===== src/rtl/traffic_pkg.sv =====
// Shared state and light-code definitions for the intersection scheduler.
// Latency: n/a (types only).
// Backpressure: n/a.
package traffic_pkg;

  typedef enum logic [2:0] {
    HG   = 3'd0,
    HY   = 3'd1,
    FG   = 3'd2,
    FY   = 3'd3,
    WALK = 3'd4
  } state_t;

  typedef logic [1:0] light_t;

  localparam light_t GREEN  = 2'd0;
  localparam light_t YELLOW = 2'd1;
  localparam light_t RED    = 2'd2;

endpackage


===== src/rtl/interval_timer.sv =====
// Dwell counter: clears on clr, otherwise counts up and sticks at 255.
// Latency: cnt updates one edge after clr/increment is sampled.
// Backpressure: none.
module interval_timer (
  input  logic       clk,
  input  logic       reset,
  input  logic       clr,
  output logic [7:0] cnt
);

  always_ff @(posedge clk or posedge reset) begin
    if (reset) begin
      cnt <= 8'd0;
    end else if (clr) begin
      cnt <= 8'd0;
    end else if (cnt != 8'hff) begin
      cnt <= cnt + 8'd1;
    end
  end

endmodule


===== src/rtl/intersection_sched.sv =====
// Highway/farm-road light scheduler with a latched pedestrian all-red phase.
// Latency: lights are registered and follow the state register on the same edge.
// Backpressure: none; inputs are sampled every edge.
module intersection_sched
  import traffic_pkg::*;
#(
  parameter int LONG_CYC  = 8,
  parameter int SHORT_CYC = 2,
  parameter int WALK_CYC  = 4
) (
  input  logic       clk,
  input  logic       reset,
  input  logic       c,
  input  logic       ped_req,
  output logic [1:0] hl,
  output logic [1:0] fl,
  output logic       walk,
  output logic       ped_pend,
  output logic [2:0] state_o
);

  localparam logic [7:0] LONG_LAST  = 8'(LONG_CYC - 1);
  localparam logic [7:0] SHORT_LAST = 8'(SHORT_CYC - 1);
  localparam logic [7:0] WALK_LAST  = 8'(WALK_CYC - 1);

  state_t     state;
  state_t     state_nxt;
  logic [7:0] cnt;
  logic       clr;
  logic       enter_walk;
  logic       ped_pend_nxt;
  light_t     hl_nxt;
  light_t     fl_nxt;
  logic       walk_nxt;

  interval_timer u_timer (
    .clk   (clk),
    .reset (reset),
    .clr   (clr),
    .cnt   (cnt)
  );

  always_comb begin
    state_nxt = state;
    case (state)
      HG:      if (cnt >= LONG_LAST && (c || ped_pend)) state_nxt = HY;
      HY:      if (cnt == SHORT_LAST) state_nxt = ped_pend ? WALK : FG;
      FG:      if (!c || cnt == LONG_LAST) state_nxt = FY;
      FY:      if (cnt == SHORT_LAST) state_nxt = ped_pend ? WALK : HG;
      WALK:    if (cnt == WALK_LAST) state_nxt = HG;
      default: state_nxt = HG;
    endcase
  end

  assign clr        = (state_nxt != state);
  assign enter_walk = (state_nxt == WALK) && (state != WALK);

  // Entering WALK serves the request, so the clear beats a coincident press.
  always_comb begin
    ped_pend_nxt = ped_pend;
    if (enter_walk) begin
      ped_pend_nxt = 1'b0;
    end else if (ped_req && state != WALK) begin
      ped_pend_nxt = 1'b1;
    end
  end

  always_comb begin
    hl_nxt   = RED;
    fl_nxt   = RED;
    walk_nxt = 1'b0;
    case (state_nxt)
      HG:      hl_nxt = GREEN;
      HY:      hl_nxt = YELLOW;
      FG:      fl_nxt = GREEN;
      FY:      fl_nxt = YELLOW;
      WALK:    walk_nxt = 1'b1;
      default: hl_nxt = RED;
    endcase
  end

  always_ff @(posedge clk or posedge reset) begin
    if (reset) begin
      state    <= HG;
      ped_pend <= 1'b0;
      hl       <= GREEN;
      fl       <= RED;
      walk     <= 1'b0;
    end else begin
      state    <= state_nxt;
      ped_pend <= ped_pend_nxt;
      hl       <= hl_nxt;
      fl       <= fl_nxt;
      walk     <= walk_nxt;
    end
  end

  assign state_o = state;

endmodule


===== config.mk =====
export PLATFORM = sky130hd
export DESIGN_NAME = intersection_sched
export DESIGN_NICKNAME = d
export VERILOG_FILES = /design/src/rtl/traffic_pkg.sv /design/src/rtl/interval_timer.sv /design/src/rtl/intersection_sched.sv
export SDC_FILE = /design/constraint.sdc
export NUM_CORES = 1
export LEC_CHECK = 0
export BUFFER_PORTS_ARGS = -buffer_cell sky130_fd_sc_hd__clkbuf_2
export CORE_ASPECT_RATIO = 0.75
export CORE_MARGIN = 2
export CORE_UTILIZATION = 47
export CTS_CLUSTER_SIZE = 10
export DETAILED_ROUTE_END_ITERATION = 8
export PLACE_DENSITY = 0.67
export SLEW_MARGIN = 0
export SYNTH_ARGS = -nofsm -noshare
export SYNTH_HDL_FRONTEND = slang
export SYNTH_SLANG_ARGS = --single-unit
export TNS_END_PERCENT = 100

===== constraint.sdc =====
create_clock -name clk -period 2.3 [get_ports clk]
set_input_delay 0.69 -clock clk [delete_from_list [all_inputs] [get_ports clk]]
set_output_delay 0.69 -clock clk [all_outputs]
set_load 0.005 [all_outputs]

# After elaboration in Yosys (flattened, before gate mapping)

Index checks and enable logic that the tools add are counted.

Register bits: 17
Input port bits: 4
Output and inout port bits: 9

Add/sub/neg operators: 1
Magnitude comparators: 1
Eq/ne operators: 14
Muxes and demuxes: 15
Reductions and logical operators: 10

Operators with widths:

| cell                                                                  | number |
|---|---|
| 3-bit 2-to-1 mux                                                      | 7 |
| 8-bit 2-to-1 mux                                                      | 2 |
| 3-bit one-hot mux with 5 select lines                                 | 1 |
| 3-bit by 2-bit == test with 1-bit output, second input constant       | 4 |
| 8-bit by 1-bit adder with 8-bit output, second input constant         | 1 |
| 8-bit by 1-bit == test with 1-bit output, second input constant       | 1 |
| 8-bit by 2-bit == test with 1-bit output, second input constant       | 1 |
| 8-bit by 3-bit == test with 1-bit output, second input constant       | 1 |
| 8-bit by 3-bit >= comparator with 1-bit output, second input constant | 1 |
| 8-bit != test, second input constant                                  | 1 |
| 2-bit one-hot mux with 2 select lines                                 | 2 |
| 3-bit by 1-bit == test with 1-bit output, second input constant       | 2 |
| 3-bit == test, second input constant                                  | 2 |
| 3-bit logical NOT                                                     | 2 |
| 2-bit nonzero test                                                    | 2 |
| 1-bit logical AND                                                     | 3 |
| 1-bit 2-to-1 mux                                                      | 3 |
| 3-bit != test                                                         | 1 |
| 3-bit != test, second input constant                                  | 1 |
| 1-bit logical OR                                                      | 2 |
| 1-bit logical NOT                                                     | 1 |

# Longest topological paths before layout

Gate-level depths: netlist of run 1.

Depth in word-level cells: 7
Depth in mapped cells: 8
Depth with buffers taken out: 8

# Hierarchy

A second synthesis of run 1 with hierarchy kept.

Cells, all modules: 94
Area, all modules: 894.6 um^2

Modules (own cells, without submodules):

| module             | instances | cells each | area each (um^2) | sequential area each (um^2) |
|---|---|---|---|---|
| intersection_sched | 1         | 53         | 485.5            | 226.5 |
| interval_timer     | 1         | 41         | 409.1            | 200.2 |

# Worst setup path after synthesis of run 1

Ideal clock, no wire load.

Path type: register to register
Start: register u_timer.cnt[7]
End: register u_timer.cnt[2]
Setup time: 0.133 ns
Arrival: 1.549 ns
Data required time: 2.167 ns
Path slack: 0.618 ns
Cell stages (with the launch flop): 6
Path buffers: 0
Period minus slack after synthesis: 1.682 ns
Cells stage by stage: dfrtp_1 -> or3_4 -> o31ai_1 -> a221oi_1 -> o21ai_2 -> nor3_1

Longest elaborated chain between the ends: 6

Ends and longest elaborated chain:

| element                                                                                                    | RTL line                                           | RTL |
|---|---|---|
| start: declaration                                                                                         | interval_timer.sv:8                                | `output logic [7:0] cnt` |
| start signal: assignment                                                                                   | interval_timer.sv:17                               | `cnt <= cnt + 8'd1;` |
| 8-bit by 3-bit >= comparator with 1-bit output or 8-bit by 3-bit == test with 1-bit output (tied branches) | intersection_sched.sv:46, intersection_sched.sv:48 |  |
| 1-bit logical AND or 1-bit logical OR (tied branches)                                                      | intersection_sched.sv:46, intersection_sched.sv:48 |  |
| 3-bit 2-to-1 mux (on tied branches)                                                                        | intersection_sched.sv:46, intersection_sched.sv:48 |  |
| 3-bit one-hot mux with 5 select lines                                                                      | intersection_sched.sv:45                           | `case (state)` |
| 3-bit != test                                                                                              | intersection_sched.sv:55                           | `assign clr = (state_nxt != state);` |
| 8-bit 2-to-1 mux or 2-bit nonzero test (tied branches)                                                     | n/a                                                |  |

Several ways; a longest one is shown, not always the timed one.
A chain may end at the register's enable or synchronous reset.

# Final worst setup path of run 1

Start: register u_timer.cnt[7]
End: register u_timer.cnt[6]

The elaborated chain is that of the path after synthesis.

==> results.md, run 1 <==
* Post-CTS Setup Inserts at 0
* Crit end category: flip-flop
* Filler Cell Count at 157
* Grt ovf at 0
* Cell area after synthesis at 938 um^2
* CTS buffer count at 3
* Syn nets at 106
* Endpoints failing hold at 0
* Setup crit end: u_timer.cnt[6]
* Worst-skew pair later-pin latency at 0.29 ns
* CTS sink cnt at 17
* Die Area at 2370 um^2
* Root Driver: clkbuf_4
* Vias in the first global route at 701
* Cell variety after synth at 36
* Core area at 1810 um^2
* Port bufs at 12
* Pin count of the biggest net entering global routing at 18
* DR pass1 iterations at 5
* LEAKAGE at 0.502 nW
* Crit path time final at 1.94 ns
* Seq/Total Area, Yosys at 0.455
* Post-synth ARST share at 1.00
* Setup total negative slack at 0 ns
* Syn_area_per_cell at 9.38 um^2
* WHS at 0.445 ns
* Power Density at 1080 nW/um^2
* Peak Freq at 0.515 GHz
* Worst R2R Path Depth at 5
* Io pins at 13
* Top cell type's share of synthesized area at 0.427
* Dpl hpwl at 1340 um
* RSZ-0062 raised after global routing: no
* Number of synthesized flops with an enable pin at 0
* CP arrival at 2.11 ns
* Initial cell density of the core at 0.520
* Crit path max-delay cell type: dfrtp_1
* Area Growth Syn to Fin at 10.8%
* Post-CTS Resized at 0
* Remaining DRCs at 0
* Number of synthesized register bits at 17
* Reg clk slew, reported paths at 0.10 ns
* Critical Path Start: u_timer.cnt[7]
* Initial antenna violation count at 0
* CP max FO at 8
* Fin util at 0.576
* WP data required at 2.47 ns
* WL final at 1830 um
* Final Setup Violations at 0
* Setup CP Type: reg -> reg
* Routed vias at 784
* Cells after synthesis at 100
* Clock Skew at 0.00415 ns
* Critical Path Source Type: flip-flop
* Tcrit/Tclk final at 0.845
* ANT nets after route at 0
* Clk buf depth at 2
* Ys flop type: dfrtp_1
* Worst hold path class: in -> async
* DRT iter0 DRCs at 25
* Peak VDD IR at 0.517 mV
* Crit-path cells: or3_4 > nor3_1 > nor3b_1 > o21ai_2 > nor3_1
* Die X at 55.6 um
* Hold_buf cts at 0
* Area leader, netlist: dfrtp_1
* Die height at 42.7 um
* Slew Limit Headroom at 0.569
* Max Cap Viol at 0
* Status: finished, final reports clean
* Gpl congestion at 0.826
* Max-slew violations at 0
* GRT Overall Usage at 0.176
* Rows at 13
* Post-DR wirelength/cell at 13.5 um
* Final #Nets at 120
* Top cells by area, synth: dfrtp_1, nor2_1, o21ai_0
* Yosys warns at 0
* CTS tree: done
* Max incr delay on CP at 0.47 ns
* Reg2reg setup slack at 0.36 ns
* Vias per Instance at 5.81
* N_diodes at 0
* Most frequent cell on the critical path: nor3_1
* Worst R2R End: u_timer.cnt[6]
* Share of cells above drive strength 1 at 0.195
* Worst slew pin tran at 0.647 ns
* H-Tree Level Count at 1
* Global-route wire length before repair at 3240 um
* FF-to-FF Start: u_timer.cnt[7]
* Power Total at 1.12 mW
-- worst max-delay path, delay by kind of cell, from the launching register on --
family	cells	cell delay, ns
compound gates	1	0.34
simple gates	4	1.01
flops	1	0.47
-- cell usage after synthesis, drive strengths merged, types with 2 or more instances --
cell,count
dfrtp,16
nor2,13
o21ai,8
inv,5
nand2,5
nor3,5
a21oi,4
nand2b,4
nand3,4
nor3b,3
and3,2
and4b,2
buf,2
ha,2
mux2i,2
nand4,2
nor2b,2
nor4,2
or2,2
-- worst min path at each step --
stage,endpoint,cells after the start,startpoint
after global placement,u_timer.cnt[0],2,u_timer.cnt[0]
after detailed placement,u_timer.cnt[0],2,u_timer.cnt[0]
after CTS,state_o[0],2,reset
after floorplan,u_timer.cnt[0],2,u_timer.cnt[0]
final,state_o[0],2,reset
after global routing,state_o[0],2,reset
-- flip-flops by register name, indices dropped and copies added (netlist names) --
name / cells
fl: 2
hl: 2
ped_pend: 1
state_o: 3
u_timer.cnt: 8
walk: 1
-- cell usage in the layout (no fill, tap or decap), types with 2 or more instances in the layout --
master and instances:
nor3b_1 3, and3_1 2, inv_1 5, nor2_1 13
or2_2 2, nand2b_1 4, nand2_1 5, nor2b_1 2
dfrtp_1 16, nor4_1 2, nand3_1 4, and4b_1 2
clkbuf_2 12, mux2i_1 2, nand4_1 2, o21ai_0 6
a21oi_1 4, clkbuf_4 3, nor3_1 5, ha_1 2
-- through the flow --
| step | worst slack, ns | std cells | instance area, um^2 |
|---|---|---|---|
| final | 0.357 | 135 | 1040 |
| after global routing | 0.213 | 135 | 1040 |
| after CTS | 0.387 | 135 | 1040 |
| after detailed placement | 0.399 | 131 | 1010 |
| after global placement | 0.425 | 131 | 1010 |
| after floorplan | 0.618 | 100 | 938 |
-- kinds of logic (layout without fill, tap and decap cells) --
logic type / Yosys count / in the layout / share of synthesized area
AND/OR/NAND/NOR: 49 / 49 / 0.288
AO/OA/AOI/OAI: 20 / 20 / 0.156
flip-flops: 17 / 17 / 0.455
buffers and inverters: 8 / 21 / 0.0347
adder cells (fa/ha/maj): 2 / 2 / 0.0267
XOR/XNOR: 2 / 2 / 0.0187
multiplexers: 2 / 2 / 0.0213
-- power by group --
group / internal (mW) / switching [mW] / total [mW]
Sequential: 0.381 / 0.105 / 0.486
Combinational: 0.209 / 0.272 / 0.481
Clock: 0.0647 / 0.0929 / 0.158
-- final cells by class --
class | instances | area [um^2] | share of cell area
clock buffer | 3 | 22.5 | 0.0217
clock inverter | 1 | 5.00 | 0.00481
inverter | 5 | 18.8 | 0.0181
multi-input combinational | 75 | 479 | 0.461
sequential | 17 | 427 | 0.410
tap | 22 | 27.5 | 0.0265
timing repair buffer | 12 | 60.1 | 0.0578
-- layer usage --
metal	part of all wire	vias to the layer above	global-route usage
li1	-	385	-
met4	0	0	0.0439
met5	0	-	0
met1	0.51	367	0.258
met3	0.068	0	0.0640
met2	0.42	32	0.245
No activity file was read; power rests on OpenSTA's default activity.
==> inputs of run 2 (changes only) <==
--- a/config.mk
+++ b/config.mk
@@ -11,7 +11,7 @@
 export CORE_UTILIZATION = 47
 export CTS_CLUSTER_SIZE = 10
 export DETAILED_ROUTE_END_ITERATION = 8
-export PLACE_DENSITY = 0.67
+export PLACE_DENSITY = 0.7
 export SLEW_MARGIN = 0
 export SYNTH_ARGS = -nofsm -noshare
 export SYNTH_HDL_FRONTEND = slang
==> constraint.sdc (replaced) <==
create_clock -name clk -period 1.6 [get_ports clk]
set_input_delay 0.48 -clock clk [delete_from_list [all_inputs] [get_ports clk]]
set_output_delay 0.48 -clock clk [all_outputs]
set_load 0.005 [all_outputs]
==> run 2 against run 1 <==
- the run now ends with setup timing left
- fmax grew 13%
- critical path type unchanged
- critical path depth rose by 1
- clock skew is 0.0033 ns higher
- sequential share of layout area fell by 8.7 points
- highest routed layer is now met4
- count of clock-buffer cells in the layout grew 1
- critical endpoint unchanged
==> results.md, run 2 (synthesized netlist as in run 1, its figures left out) <==
* Filler Cell Count at 116
* Reg clk slew, reported paths at 0.10 ns
* Worst R2R Path Depth at 6
* Vias in the first global route at 883
* Peak VDD IR at 1.12 mV
* Power Density at 1630 nW/um^2
* Dpl hpwl at 1710 um
* RSZ-0062 raised after global routing: yes
* N_diodes at 0
* Io pins at 13
* Pin count of the biggest net entering global routing at 18
* GRT Overall Usage at 0.230
* H-Tree Level Count at 1
* Setup crit end: u_timer.cnt[6]
* Critical Path Start: u_timer.cnt[7]
* Post-DP Area at 1180 um^2
* CTS sink cnt at 17
* Slew Limit Headroom at 0.716
* CP max FO at 8
* Max incr delay on CP at 0.43 ns
* Crit path time final at 1.72 ns
* Die X at 55.6 um
* Final Cell Area at 1330 um^2
* Cell family with most CP delay: compound AO/OA/AOI/OAI gates
* Root Driver: clkbuf_4
* Initial antenna violation count at 0
* Final Setup Violations at 9
* Tcrit/Tclk final at 1.08
* Most common cell after layout, fill and taps aside: buf_4
* Clock Skew at 0.00741 ns
* Worst Slack Setup Final at -0.124 ns
* Final #Nets at 145
* Grt ovf at 0
* CTS tree: done
* Critical Path Source Type: flip-flop
* Clk buf depth at 2
* Status: finished, violations left
* Max-slew violations at 0
* Dpl cells at 151
* Most flops, register: u_timer.cnt
* CTS buffer count at 3
* Routed vias at 886
* Initial cell density of the core at 0.520
* LEAKAGE at 0.641 nW
* DR pass1 iterations at 4
* WP buf/inv at 1
* Worst R2R End: u_timer.cnt[6]
* WL final at 2490 um
* Crit path max-delay cell type: or3_4
* Die height at 42.7 um
* Port bufs at 12
* FF-to-FF Start: u_timer.cnt[7]
* Peak Freq at 0.580 GHz
* ANT nets after route at 0
* Post-DR wirelength/cell at 15.6 um
* Worst slack at placement at -0.175 ns
* Max reg flops at 8
* Remaining DRCs at 0
* Worst-skew pair later-pin latency at 0.29 ns
* Die Area at 2370 um^2
* Rows at 13
* Worst slew pin tran at 0.422 ns
* Max Cap Viol at 0
* Failing checks: setup timing
* Vias per Instance at 5.54
* Reg2reg setup slack at -0.12 ns
* Power Total at 2.16 mW
* Share of cells above drive strength 1 at 0.457
* DRT iter0 DRCs at 36
* Area Growth Syn to Fin at 41.2%
* Hold_buf cts at 0
* Endpoints failing hold at 0
* CP arrival at 1.88 ns
* Core area at 1810 um^2
* Crit end category: flip-flop
* Crit-path cells: or3_4 > o41ai_4 > o21ai_1 > o21ai_2 > buf_6 > nor3_4
* WP data required at 1.76 ns
* Worst hold path class: in -> async
* Post-Layout Cell Count at 160
* Global-route wire length before repair at 4170 um
* Most frequent cells in the layout: buf_4, dfrtp_1, clkbuf_2, nor2_1
* Gpl congestion at 0.774
* Setup CP Type: reg -> reg
* CP Depth at 6
==> run 2: cell count changes in the layout (fill, tap and decap cells not counted), sizes merged <==
cell | previous run | this run
buf | 0 | 25
clkinv | 1 | 0
clkbuf | 15 | 16
==> run 2: final cells by class <==
type	count	area, um^2	share of cell area
multi-input cells	75	569	0.430
well taps	22	27.5	0.0208
flip-flops and latches	17	428	0.323
inverters	5	18.8	0.0142
repair buffers	37	255	0.193
clock buffers	4	26.3	0.0198
==> run 2: worst min-delay path by stage <==
| stage | from | end | slack, ns |
|---|---|---|---|
| after global routing | reset | u_timer.cnt[3] | 0.19 |
| after global placement | reset | state_o[0] | 0.47 |
| after CTS | reset | u_timer.cnt[3] | 0.17 |
| after detailed placement | reset | state_o[0] | 0.48 |
| after floorplan | reset | fl[0] | 0.41 |
| final | reset | u_timer.cnt[3] | 0.16 |
==> run 2: routing by layer <==
layer	vias up	GRT usage	routed length, um
li1	435	-	-
met1	413	0.303	1120
met2	34	0.369	1200
met3	4	0.0701	147
met4	0	0.0634	27
met5	-	0	0
==> run 2: worst min-delay path, stage by stage <==
cell	delay [ns]
clkbuf_2	0.08
inv_1	0.04
buf_4	0.24
==> run 2: through the flow <==
| step | utilization | TNS (ns) | hold slack, ns |
|---|---|---|---|
| 6_report | 0.734 | -0.944 | 0.164 |
| 5_1_grt | 0.734 | -1.70 | 0.194 |
| 2_1_floorplan | - | 0 | 0.405 |
| 3_3_place_gp | 0.653 | -0.390 | 0.474 |
| 4_1_cts | 0.712 | -0.898 | 0.166 |
| 3_5_place_dp | 0.653 | -1.02 | 0.481 |
==> run 2: repair_timing <==
action,in CTS,in global routing
setup endpoints to repair,13,13
cloned,0,0
setup buffers,3,2
pin swaps,7,3
gates resized for setup,15,7
hold endpoints to repair,0,0
==> run 2: where the power goes <==
part           switching (mW)  total [mW]  internal (mW)  leakage (nW)
Clock                   0.125       0.222         0.0968        0.0150
Sequential              0.111       0.662          0.550         0.220
Combinational           0.652        1.28          0.625         0.405
==> inputs of run 3 (changes only) <==
--- a/config.mk
+++ b/config.mk
@@ -9,6 +9,7 @@
 export CORE_ASPECT_RATIO = 0.75
 export CORE_MARGIN = 2
 export CORE_UTILIZATION = 47
+export CTS_BUF_LIST = sky130_fd_sc_hd__clkbuf_4
 export CTS_CLUSTER_SIZE = 10
 export DETAILED_ROUTE_END_ITERATION = 8
 export PLACE_DENSITY = 0.7
==> constraint.sdc (replaced) <==
create_clock -name clk -period 1.55 [get_ports clk]
set_input_delay 0.465 -clock clk [delete_from_list [all_inputs] [get_ports clk]]
set_output_delay 0.465 -clock clk [all_outputs]
set_load 0.005 [all_outputs]
==> run 3 against run 2 <==
- the run still ends with setup timing left
- sequential share of layout area decreased by 1.1 points
- worst setup slack worse by 0.043 ns
- clock power up 8%
- cell area increased by 3.3%
- sequential power increased by 2%
- critical path depth rose by 1
- first-iteration DRC count is 11% lower
- die area stayed put
- wire length is 0.88% higher
- count of clock-buffer cells in the layout decreased by 1
- largest cell class unchanged
- largest power group unchanged
==> results.md, run 3 (synthesized netlist as in run 1, its figures left out) <==
* Root Driver: clkbuf_4
* Worst slew pin tran at 0.475 ns
* Grt ovf at 0
* Filler Cell Count at 131
* H-Tree Level Count at 1
* CTS buffer count at 3
* Failing checks: setup timing
* Dpl hpwl at 1670 um
* Sw Share at 0.400
* RSZ-0062 raised after global routing: yes
* Die height at 42.7 um
* Most flops, register: u_timer.cnt
* Status: finished, violations left
* Gate power share at 0.606
* Routed vias at 953
* Share of cells above drive strength 1 at 0.486
* LEAKAGE at 0.685 nW
* Remaining DRCs at 0
* Global-route wire length before repair at 3820 um
* Most common cell after layout, fill and taps aside: buf_4
* Slew Limit Headroom at 0.680
* Max reg flops at 8
* Pin count of the biggest net entering global routing at 18
* WP data required at 1.76 ns
* Peak VDD IR at 1.06 mV
* Area Growth Syn to Fin at 45.9%
* Critical Path Source Type: flip-flop
* Worst R2R Path Depth at 7
* Final Setup Violations at 11
* Worst Slack Setup Final at -0.167 ns
* Crit path time final at 1.72 ns
* Clock power share at 0.104
* Io pins at 13
* Die X at 55.6 um
* Setup CP Type: reg -> reg
* Hold_buf cts at 0
* Clk buf depth at 2
* Port bufs at 12
* Cell-internal power at 1.39 mW
* Sequential share of power at 0.291
* Initial antenna violation count at 0
* Vias per Instance at 5.74
* Tcrit/Tclk final at 1.11
* Max-slew violations at 0
* Final #Nets at 151
* Post-DP Area at 1220 um^2
* Peak Freq at 0.582 GHz
* Rows at 13
* Most frequent cells in the layout: buf_4, dfrtp_1, nor2_1, clkbuf_2
* Initial cell density of the core at 0.520
* P_sw at 926 uW
* CTS sink cnt at 17
* WL final at 2520 um
* DR pass1 iterations at 4
* Post-DR wirelength/cell at 15.2 um
* GRT Overall Usage at 0.213
* ANT nets after route at 0
* Reg clk slew, reported paths at 0.10 ns
* CP max FO at 8
* CTS tree: done
* Final Cell Area at 1370 um^2
* Worst hold path class: in -> async
* Endpoints failing hold at 0
* CP arrival at 1.93 ns
* Vias in the first global route at 821
* Power Density at 1690 nW/um^2
* Die Area at 2370 um^2
* Max Cap Viol at 0
* Worst-skew pair later-pin latency at 0.30 ns
* Fin util at 0.758
* DRT iter0 DRCs at 32
* Crit end category: flip-flop
* Core area at 1810 um^2
* Clock Skew at 0.00416 ns
* N_diodes at 0
* Gpl congestion at 0.815
==> run 3: cell types whose count changed in the layout (fill, tap and decap cells not counted), moves of 2 or more <==
cell and change:
buf_4 +7, nor2_1 +4, nor2_2 -4, o21ai_2 +3, nor3_1 +2, o21ai_0 -2
==> run 3: area by class of cell <==
cell class	count	area, um^2	share of cell area
multi-input cells	75	572	0.418
flip-flops and latches	17	427	0.312
repair buffers	43	297	0.217
clock buffers	3	22.5	0.0165
clock inverters	1	5.00	0.00366
inverters	5	18.8	0.0137
well taps	22	27.5	0.0201
==> run 3: critical path: stages (launching register included) <==
cell and delay [ns]:
dfrtp_1 0.40, buf_4 0.15, nor3_4 0.24, nand3_2 0.14
a221oi_2 0.31, o21ai_2 0.10, buf_6 0.14, a211oi_1 0.16
==> run 3: repair_timing <==
item | in CTS | in global routing
buffers inserted | 3 | 3
setup endpoints to repair | 15 | 15
pin swaps | 4 | 9
gates resized for setup | 12 | 10
==> run 3: final timing paths <==
check | from | end | slack, ns
worst min register to register | u_timer.cnt[0] | u_timer.cnt[1] | 0.64
worst max-delay path | u_timer.cnt[7] | u_timer.cnt[1] | -0.17
max in group asynchronous | reset | fl[1] | 1.15
worst min-delay path | reset | hl[1] | 0.14
worst max register to register | u_timer.cnt[7] | u_timer.cnt[1] | -0.17
min in group clk | ped_req | ped_pend | 0.39
==> run 3: layer usage <==
metal,wire length (um),track usage
met1,1090,0.295
met2,1140,0.324
met3,237,0.0671
met4,48,0.0585
met5,0,0
==> run 3: stage by stage <==
step / worst slack, ns / std cells / total power [mW] / hold slack, ns / TNS, ns
finish: -0.167 / 166 / 2.32 / 0.138 / -1.38
global route: -0.250 / 166 / 2.47 / 0.159 / -2.42
CTS: -0.152 / 163 / 2.13 / 0.133 / -1.18
detailed placement: -0.168 / 157 / 1.74 / 0.467 / -1.32
global placement: -0.118 / 157 / 1.72 / 0.458 / -0.908
floorplan: -0.0396 / 100 / 1.26 / 0.390 / -0.236
==> run 3: power by group through the flow <==
| stage | clock [mW] | combinational, mW | sequential, mW |
|---|---|---|---|
| 4_1_cts | 0.249 | 1.21 | 0.667 |
| 5_1_grt | 0.264 | 1.51 | 0.691 |
| 6_report | 0.240 | 1.40 | 0.674 |
| 2_1_floorplan | 0 | 0.588 | 0.667 |
| 3_3_place_gp | 0 | 1.05 | 0.666 |
| 3_5_place_dp | 0 | 1.07 | 0.672 |
